===== config.mk =====
export PLATFORM = sky130hd
export DESIGN_NAME = adel_core
export DESIGN_NICKNAME = d
export VERILOG_FILES = /design/src/rtl/adel_pkg.sv /design/src/rtl/adel_alu.sv /design/src/rtl/adel_core.sv
export SDC_FILE = /design/constraint.sdc
export NUM_CORES = 1
export LEC_CHECK = 0
export ABC_AREA = 1
export CORE_AREA = 2 2 80 140
export DETAILED_ROUTE_END_ITERATION = 10
export DIE_AREA = 0 0 82 142
export GPL_TIMING_DRIVEN = 0
export HOLD_SLACK_MARGIN = 0.06
export PLACE_DENSITY = 0.8
export SLEW_MARGIN = 30
export SYNTH_ARGS = -nofsm -noshare
export SYNTH_HDL_FRONTEND = slang
export SYNTH_HIERARCHICAL = 1
export SYNTH_SLANG_ARGS = --single-unit

===== constraint.sdc =====
create_clock -name clk -period 3.7 [get_ports clk]
set_input_delay 0.37 -clock clk [delete_from_list [all_inputs] [get_ports clk]]
set_output_delay 0.37 -clock clk [all_outputs]
set_load 0.05 [all_outputs]

===== src/rtl/adel_pkg.sv =====
// Shared types and instruction-format helpers for the ADEL core.
package adel_pkg;

    localparam int unsigned OPC_W = 3;

    // Control state of the core.
    typedef enum logic [1:0] {
        ST_RUN  = 2'd0,
        ST_MEM  = 2'd1,
        ST_HALT = 2'd2
    } state_t;

    // Opcodes with w=1 (result written to rf[dst]).
    typedef enum logic [OPC_W-1:0] {
        OP_ADD = 3'd0,
        OP_SUB = 3'd1,
        OP_AND = 3'd2,
        OP_OR  = 3'd3,
        OP_XOR = 3'd4,
        OP_SHL = 3'd5,
        OP_SHR = 3'd6,
        OP_LD  = 3'd7
    } wop_t;

    // Opcodes with w=0 (control flow, store, nop, halt).
    typedef enum logic [OPC_W-1:0] {
        OP_BEQZ = 3'd0,
        OP_BLTZ = 3'd1,
        OP_BGTZ = 3'd2,
        OP_BNEZ = 3'd3,
        OP_ST   = 3'd4,
        OP_JMP  = 3'd5,
        OP_NOP  = 3'd6,
        OP_HALT = 3'd7
    } cop_t;

    // Total instruction width: w + opc + rs + dst + src1 + imm.
    function automatic int unsigned inst_width(input int unsigned rw, input int unsigned imm_w);
        return 5 + 2 * rw + imm_w;
    endfunction

    // LSB of the src1 field (directly above imm).
    function automatic int unsigned fld_src1_lsb(input int unsigned imm_w);
        return imm_w;
    endfunction

    // LSB of the dst field.
    function automatic int unsigned fld_dst_lsb(input int unsigned rw, input int unsigned imm_w);
        return imm_w + rw;
    endfunction

    // Position of the rs (register operand B) bit.
    function automatic int unsigned fld_rs_bit(input int unsigned rw, input int unsigned imm_w);
        return imm_w + 2 * rw;
    endfunction

    // LSB of the opcode field.
    function automatic int unsigned fld_opc_lsb(input int unsigned rw, input int unsigned imm_w);
        return imm_w + 2 * rw + 1;
    endfunction

    // Position of the w (write-back group) bit, the instruction MSB.
    function automatic int unsigned fld_w_bit(input int unsigned rw, input int unsigned imm_w);
        return imm_w + 2 * rw + 4;
    endfunction

    // Sign-extend the low w bits of v to 64 bits (1 <= w <= 63); callers truncate.
    function automatic logic [63:0] sext64(input logic [63:0] v, input int unsigned w);
        logic [63:0] mask;
        mask = (64'd1 << w) - 64'd1;
        return v[6'(w - 1)] ? (v | ~mask) : (v & mask);
    endfunction

endpackage


===== src/rtl/adel_alu.sv =====
// Combinational ALU for the w=1 arithmetic/logic/shift opcodes.
module adel_alu
    import adel_pkg::*;
#(
    parameter int unsigned DATA_W = 8
) (
    input  logic [DATA_W-1:0] i_a,
    input  logic [DATA_W-1:0] i_b,
    input  logic [OPC_W-1:0]  i_opc,
    output logic [DATA_W-1:0] o_result_c
);

    localparam int unsigned SH_W = (DATA_W > 1) ? $clog2(DATA_W) : 1;

    logic [SH_W-1:0] w_sh;

    assign w_sh = i_b[SH_W-1:0];

    // Result select; load opcode is handled by the core and yields zero here.
    always_comb begin
        o_result_c = '0;
        case (wop_t'(i_opc))
            OP_ADD:  o_result_c = i_a + i_b;
            OP_SUB:  o_result_c = i_a - i_b;
            OP_AND:  o_result_c = i_a & i_b;
            OP_OR:   o_result_c = i_a | i_b;
            OP_XOR:  o_result_c = i_a ^ i_b;
            OP_SHL:  o_result_c = i_a << w_sh;
            OP_SHR:  o_result_c = DATA_W'($signed(i_a) >>> w_sh);
            default: o_result_c = '0;
        endcase
    end

endmodule


===== src/rtl/adel_core.sv =====
// ADEL single-issue in-order core: register file, pc, FSM and data-memory port.
module adel_core
    import adel_pkg::*;
#(
    parameter  int unsigned DATA_W = 8,
    parameter  int unsigned NREG   = 4,
    parameter  int unsigned PC_W   = 8,
    parameter  int unsigned IMM_W  = 8,
    localparam int unsigned RW     = $clog2(NREG),
    localparam int unsigned INST_W = inst_width(RW, IMM_W)
) (
    input  logic              clk,
    input  logic              nrst,
    input  logic [INST_W-1:0] inst,
    input  logic              inst_valid,
    output logic [PC_W-1:0]   pc,
    output logic              mem_req,
    output logic              mem_we,
    output logic [DATA_W-1:0] mem_addr,
    output logic [DATA_W-1:0] mem_wdata,
    input  logic              mem_ack,
    input  logic [DATA_W-1:0] mem_rdata,
    output logic              retire,
    output logic              halted
);

    localparam int unsigned F_SRC1 = fld_src1_lsb(IMM_W);
    localparam int unsigned F_DST  = fld_dst_lsb(RW, IMM_W);
    localparam int unsigned F_RS   = fld_rs_bit(RW, IMM_W);
    localparam int unsigned F_OPC  = fld_opc_lsb(RW, IMM_W);
    localparam int unsigned F_W    = fld_w_bit(RW, IMM_W);

    // Architectural and interface state.
    state_t            r_state;
    logic [PC_W-1:0]   r_pc;
    logic [DATA_W-1:0] r_rf [NREG];
    logic              r_mem_req;
    logic              r_mem_we;
    logic [DATA_W-1:0] r_mem_addr;
    logic [DATA_W-1:0] r_mem_wdata;
    logic [RW-1:0]     r_ld_dst;
    logic              r_retire;
    logic              r_halted;

    // Decoded instruction fields.
    logic              w_wbit;
    logic [OPC_W-1:0]  w_opc;
    logic              w_rs;
    logic [RW-1:0]     w_dst;
    logic [RW-1:0]     w_src1;
    logic [RW-1:0]     w_src2;
    logic [IMM_W-1:0]  w_imm;
    logic [DATA_W-1:0] w_imm_d;
    logic [PC_W-1:0]   w_imm_pc;

    // Operands and derived values.
    logic [DATA_W-1:0] w_a;
    logic [DATA_W-1:0] w_b;
    logic [DATA_W-1:0] w_addr;
    logic [DATA_W-1:0] w_sdata;
    logic [DATA_W-1:0] w_alu_res;
    logic              w_is_mem;
    logic              w_is_halt;
    logic              w_taken;

    assign w_wbit   = inst[F_W];
    assign w_opc    = inst[F_OPC +: OPC_W];
    assign w_rs     = inst[F_RS];
    assign w_dst    = inst[F_DST +: RW];
    assign w_src1   = inst[F_SRC1 +: RW];
    assign w_imm    = inst[IMM_W-1:0];
    assign w_src2   = w_imm[RW-1:0];

    assign w_imm_d  = DATA_W'(sext64(64'(w_imm), IMM_W));
    assign w_imm_pc = PC_W'(sext64(64'(w_imm), IMM_W));

    assign w_a      = r_rf[w_src1];
    assign w_b      = w_rs ? r_rf[w_src2] : w_imm_d;
    assign w_addr   = w_a + w_imm_d;
    assign w_sdata  = r_rf[w_dst];

    assign w_is_mem  = w_wbit ? (wop_t'(w_opc) == OP_LD) : (cop_t'(w_opc) == OP_ST);
    assign w_is_halt = !w_wbit && (cop_t'(w_opc) == OP_HALT);

    // Branch/jump decision on signed rf[src1] versus zero; only w=0 opcodes can branch.
    always_comb begin
        w_taken = 1'b0;
        if (!w_wbit) begin
            case (cop_t'(w_opc))
                OP_BEQZ: w_taken = (w_a == '0);
                OP_BLTZ: w_taken = w_a[DATA_W-1];
                OP_BGTZ: w_taken = !w_a[DATA_W-1] && (w_a != '0);
                OP_BNEZ: w_taken = (w_a != '0);
                OP_JMP:  w_taken = 1'b1;
                default: w_taken = 1'b0;
            endcase
        end
    end

    adel_alu #(
        .DATA_W (DATA_W)
    ) u_alu (
        .i_a        (w_a),
        .i_b        (w_b),
        .i_opc      (w_opc),
        .o_result_c (w_alu_res)
    );

    // Core FSM: execute in RUN, wait for the memory handshake in MEM, freeze in HALT.
    always_ff @(posedge clk or negedge nrst) begin
        if (!nrst) begin
            r_state     <= ST_RUN;
            r_pc        <= '0;
            for (int unsigned i = 0; i < NREG; i++) begin
                r_rf[i] <= '0;
            end
            r_mem_req   <= 1'b0;
            r_mem_we    <= 1'b0;
            r_mem_addr  <= '0;
            r_mem_wdata <= '0;
            r_ld_dst    <= '0;
            r_retire    <= 1'b0;
            r_halted    <= 1'b0;
        end else begin
            r_retire <= 1'b0;
            case (r_state)
                ST_RUN: begin
                    if (inst_valid) begin
                        if (w_is_mem) begin
                            // Launch the access; pc advances only on completion.
                            r_state     <= ST_MEM;
                            r_mem_req   <= 1'b1;
                            r_mem_we    <= !w_wbit;
                            r_mem_addr  <= w_addr;
                            r_mem_wdata <= w_sdata;
                            r_ld_dst    <= w_dst;
                        end else if (w_is_halt) begin
                            r_state  <= ST_HALT;
                            r_halted <= 1'b1;
                            r_retire <= 1'b1;
                        end else begin
                            if (w_wbit) begin
                                r_rf[w_dst] <= w_alu_res;
                            end
                            r_pc     <= w_taken ? (r_pc + w_imm_pc) : (r_pc + PC_W'(1));
                            r_retire <= 1'b1;
                        end
                    end
                end
                ST_MEM: begin
                    if (mem_ack) begin
                        if (!r_mem_we) begin
                            r_rf[r_ld_dst] <= mem_rdata;
                        end
                        r_pc      <= r_pc + PC_W'(1);
                        r_mem_req <= 1'b0;
                        r_state   <= ST_RUN;
                        r_retire  <= 1'b1;
                    end
                end
                ST_HALT: begin
                    r_halted <= 1'b1;
                end
                default: begin
                    r_state <= ST_RUN;
                end
            endcase
        end
    end

    assign pc        = r_pc;
    assign mem_req   = r_mem_req;
    assign mem_we    = r_mem_we;
    assign mem_addr  = r_mem_addr;
    assign mem_wdata = r_mem_wdata;
    assign retire    = r_retire;
    assign halted    = r_halted;

endmodule

==> out/results.txt <==
After synthesis, the share of cell area in mux cells is 0%. In this run the worst path has a maximum fanout of 8. The count of pins on the block boundary was 57; the total of fill cells in the finished design was 943. Summing the areas of all and, or, nand and nor instances in the mapped netlist gives 32.0% of the synthesized area. Compared with the post-synthesis result, the final layout area differs by 22.0%. Clock latency reported for the late side of the worst-skew pair: 340 ps. Cells with a size suffix above 1 make up 9.09% of the layout.

Worst-case clock skew: 7.47 ps. After floorplanning, the core was divided into 50 placement rows. The Yosys step of the flow raised 6 warnings. The area share of xor/xnor cells in the synthesized design was 3.46%. The tools report the worst setup path startpoint as r_rf[24]$_DFFE_PN0P_.

After legalization and detailed placement, the total HPWL measured 16000 um. The number of buffer and inverter instances along the worst setup path is 5. The flow ran to the end, and the final reports show no timing, DRC or antenna violations. The run gives 3780 ps as the critical path data arrival time. The critical path in this run is classified as flip-flop to flip-flop. In the routed design, unresolved DRC markers number 0. The most used flip-flop cell after synthesis was dfrtp_1.

For the first-pass GRT wire length, the log shows 32700 um. For this run, the slowest stage of the critical path takes 360 ps. The clock root buffer master is clkbuf_16.

The average vias per placed instance was 5.91. In the final design database the tool counted 1079 nets. Entering global routing, the biggest net connects 42 pins. In this run, distinct cell masters in the synthesized netlist total 46. Broken down by cell family, the worst path's largest delay share belongs to compound AO/OA/AOI/OAI gates. The detail route stage leaves a number of antenna-violating nets equal to 0. The area of the die is 11600 um^2, and the mean instance size in the synthesized netlist is 6.51 um^2. TritonCTS created 9 clock buffers. For this design, the slowest cell found on the critical path is dfrtp_1. The tools report the data required time at the worst endpoint as 3920 ps. The library cell used most frequently in the layout, excluding fill and tap cells, is nand2_1. For this design, the sink count on the clock tree is 64. The core region is 10500 um^2. Type of the worst min-delay path: primary input to async pin.

The logs give 0.558 mV for the worst voltage drop across the vdd grid and 0 for the count of inserted antenna diode cells. The async set or reset register ratio after synthesis was 100%. The worst path in the final design needs a cycle of 3560 ps, including I/O delays and setup. Leaving out fill and tap cells, the most frequent cells in the layout are nand2_1 (282), inv_1 (112), o21ai_0 (73), nand3_1 (66), dfrtp_1 (64). The weighted congestion reported at the end of routability-driven placement was 1.03; the area fraction in compound gates after synthesis was 18.6%. By instance count, the cell type seen most on the critical path is nand2_1.

Sequential cells were found to cover 26.4% of the synthesized design area. The cell area that synthesis handed to floorplanning was 6070 um^2. In the finished design, the share of the clock period the worst path needs comes to 96.3%. For the pin with the worst max-slew slack, the measured transition is 832 ps. The number of I/O port buffers came out at 54. The tools report the leakage power total as 3.55 nW.

The tools report the reg-to-reg critical path startpoint as r_rf[24]$_DFFE_PN0P_. The x dimension of the die came out at 82 um. For the hold violation total from the final report, the log shows 0. The number of nets in the synthesized netlist is 1004. The power density over the cells came out at 648 nW/um^2. The run gives 6444 as the via count of the first global-routing pass. Dividing the detail-routed wire length by the instance count gives 18.7 um.

For the first-pass iteration count of the detailed router, the log shows 7. The clock-pin slew reported for the worst setup and hold paths after clock tree synthesis is 60 ps, and the total wire length is 21300 um. Setup repair after global routing left no endpoint under its margin.

The number of enable flip-flop cells after synthesis is 0, and the max-slew violation count is 0. For this run, the share of the core covered by cells in the final layout is 70.4%. Summing over every cut layer, the via total after detailed routing is 6750. After global routing the overflow that remains totals 0. The critical path goes through inv_1 -> a21oi_1 -> o21ai_0 -> a21oi_4 -> buf_4 -> clkinvlp_4 -> buf_4 -> nand2_1 -> nand2_2 -> o21ai_1 -> xor2_1 -> ha_1 -> nand2_1 -> inv_1 -> nand2_1 -> nand2_1 -> a21oi_2 -> nand3_1 -> nand3_1 -> nand2_2 -> nand2_2 -> o22ai_1 -> nand2_1 -> o21ai_0. Synthesis handed over a netlist of 932 instances. The H-tree generated during clock tree synthesis spans 3 levels. Of the total synthesized cell area, the portion taken by full adders, half adders and majority gates is 9.24%.

The tools report the setup-violating endpoint count in the final report as 0. The design draws 4.80 mW. In this run, the number of DRC markers left after iteration 0 of detailed routing was 464.

In this run the tightest slew margin relative to its limit is 44.3%. TritonCTS built the clock tree. The max capacitance violation total was 0. The worst setup path is captured at a flip-flop. Counting along the longest clock path gives a buffer depth of 2. The synthesized design contains 64 register bits. By area, the combinational part of the netlist is dominated by simple AND/OR/NAND/NOR gates. The die is 142 um tall. The aggregate global-route resource usage came out at 37.6%.

STA classifies the critical path startpoint as a flip-flop. For the initial cell density of the core, the log shows 57.7%. For the number of antenna violations at the first check in global routing, the log shows 0. Timing would allow up to 0.281 GHz.
==> metrics by stage <==
step                setup WS [ps]  TNS (ps)  hold WS (ps)  area, um^2  instances
global route                 7.13         0           489        7400       1142
detailed placement          -1500    -37790           282        6800       1117
global placement            -1480    -36870           452        6780       1116
floorplan                    30.5         0          74.4        6080        932
finish                        137         0           460        7400       1142
CTS                          5.62         0           475        7350       1142
==> state kept, by name (all words and copies together), names as in the netlist <==
signal,count
r_state,2
mem_addr,8
mem_wdata,8
retire,1
mem_we,1
halted,1
r_ld_dst,2
mem_req,1
r_rf,32
pc,8
==> kinds of logic (layout without fill, tap and decap cells) <==
kind of cell / after synthesis / count (layout)
simple gates: 452 / 452
compound gates: 195 / 195
buf+inv: 154 / 234
flops: 64 / 64
fa+ha+maj: 43 / 43
xor+xnor: 24 / 24
==> per-layer routing <==
metal,global-route usage (%),share of wire (%)
met2,63.4,50
met4,24.6,7.0
met1,42.0,36
met3,6.73,7.1
met5,0,0
==> worst reg2reg max path, delay by kind of cell (launching register included) <==
family | cells | cell delay [ps]
adder cells (fa/ha/maj) | 1 | 330
buffers and inverters | 5 | 630
XOR/XNOR | 1 | 270
AO/OA/AOI/OAI | 7 | 930
flip-flops | 1 | 360
AND/OR/NAND/NOR | 10 | 920
==> cells in the mapped netlist (2+ instances only) <==
| cell | number | area share [%] |
|---|---|---|
| a211oi_1 | 2 | 0.25 |
| a21oi_1 | 32 | 2.6 |
| a22oi_1 | 2 | 0.25 |
| a31oi_1 | 7 | 0.72 |
| buf_2 | 6 | 0.49 |
| buf_4 | 2 | 0.25 |
| buf_6 | 4 | 0.74 |
| clkbuf_1 | 17 | 1.1 |
| clkinv_1 | 5 | 0.31 |
| dfrtp_1 | 64 | 26 |
| fa_1 | 3 | 0.99 |
| ha_1 | 40 | 8.2 |
| inv_1 | 114 | 7.1 |
| inv_2 | 5 | 0.31 |
| nand2_1 | 285 | 18 |
| nand2_2 | 2 | 0.21 |
| nand3_1 | 72 | 5.9 |
| nand3_2 | 2 | 0.33 |
| nand3b_1 | 5 | 0.62 |
| nand4_1 | 12 | 1.2 |
| nor2_1 | 54 | 3.3 |
| nor2_2 | 2 | 0.21 |
| nor2_4 | 4 | 0.74 |
| nor3_1 | 4 | 0.33 |
| nor3_2 | 2 | 0.33 |
| o211ai_1 | 9 | 1.1 |
| o21a_1 | 4 | 0.49 |
| o21ai_0 | 75 | 6.2 |
| o21ai_1 | 11 | 0.91 |
| o22ai_1 | 40 | 4.1 |
| o31ai_1 | 8 | 0.99 |
| or2_0 | 2 | 0.21 |
| xnor2_1 | 6 | 0.87 |
| xor2_1 | 18 | 2.6 |
==> final timing paths <==
check                                                 to  slack [ps]  cells past startpoint
worst max-delay path                r_rf[23]$_DFFE_PN0P_         140                     24
worst min-delay path                 r_rf[6]$_DFFE_PN0P_         460                      2
worst max register to register      r_rf[23]$_DFFE_PN0P_         140                     24
worst min register to register  mem_wdata[6]$_DFFE_PN0P_         470                      2
max in group asynchronous        mem_addr[5]$_DFFE_PN0P_        2710                      3
min in group clk                mem_wdata[6]$_DFFE_PN0P_         470                      2
==> layout make-up <==
type / count / area (um^2) / share of cell area (%)
Tap cell: 130 / 163 / 2.20
Multi-Input combinational cell: 714 / 4000 / 54.0
Clock inverter: 7 / 120 / 1.62
Buffer: 30 / 205 / 2.77
Sequential cell: 64 / 1600 / 21.6
Clock buffer: 9 / 225 / 3.04
Timing Repair Buffer: 64 / 613 / 8.28
Inverter: 124 / 479 / 6.47
==> power breakdown <==
part           internal [mW]  switching [mW]
clock                  0.658           0.328
combinational          0.912            1.76
sequential             0.925           0.210
total                   2.50            2.30
==> timing repair <==
item / in CTS / in global routing
hold endpoints to repair: 23 / 0
cloned: 0 / 0
resized for setup: 42 / 22
endpoints found under the setup margin: 28 / 24
setup buffers: 8 / 0
pin swaps: 6 / 5
hold buffers: 1 / 0
Note: power is estimated with default switching activity, not from simulation.
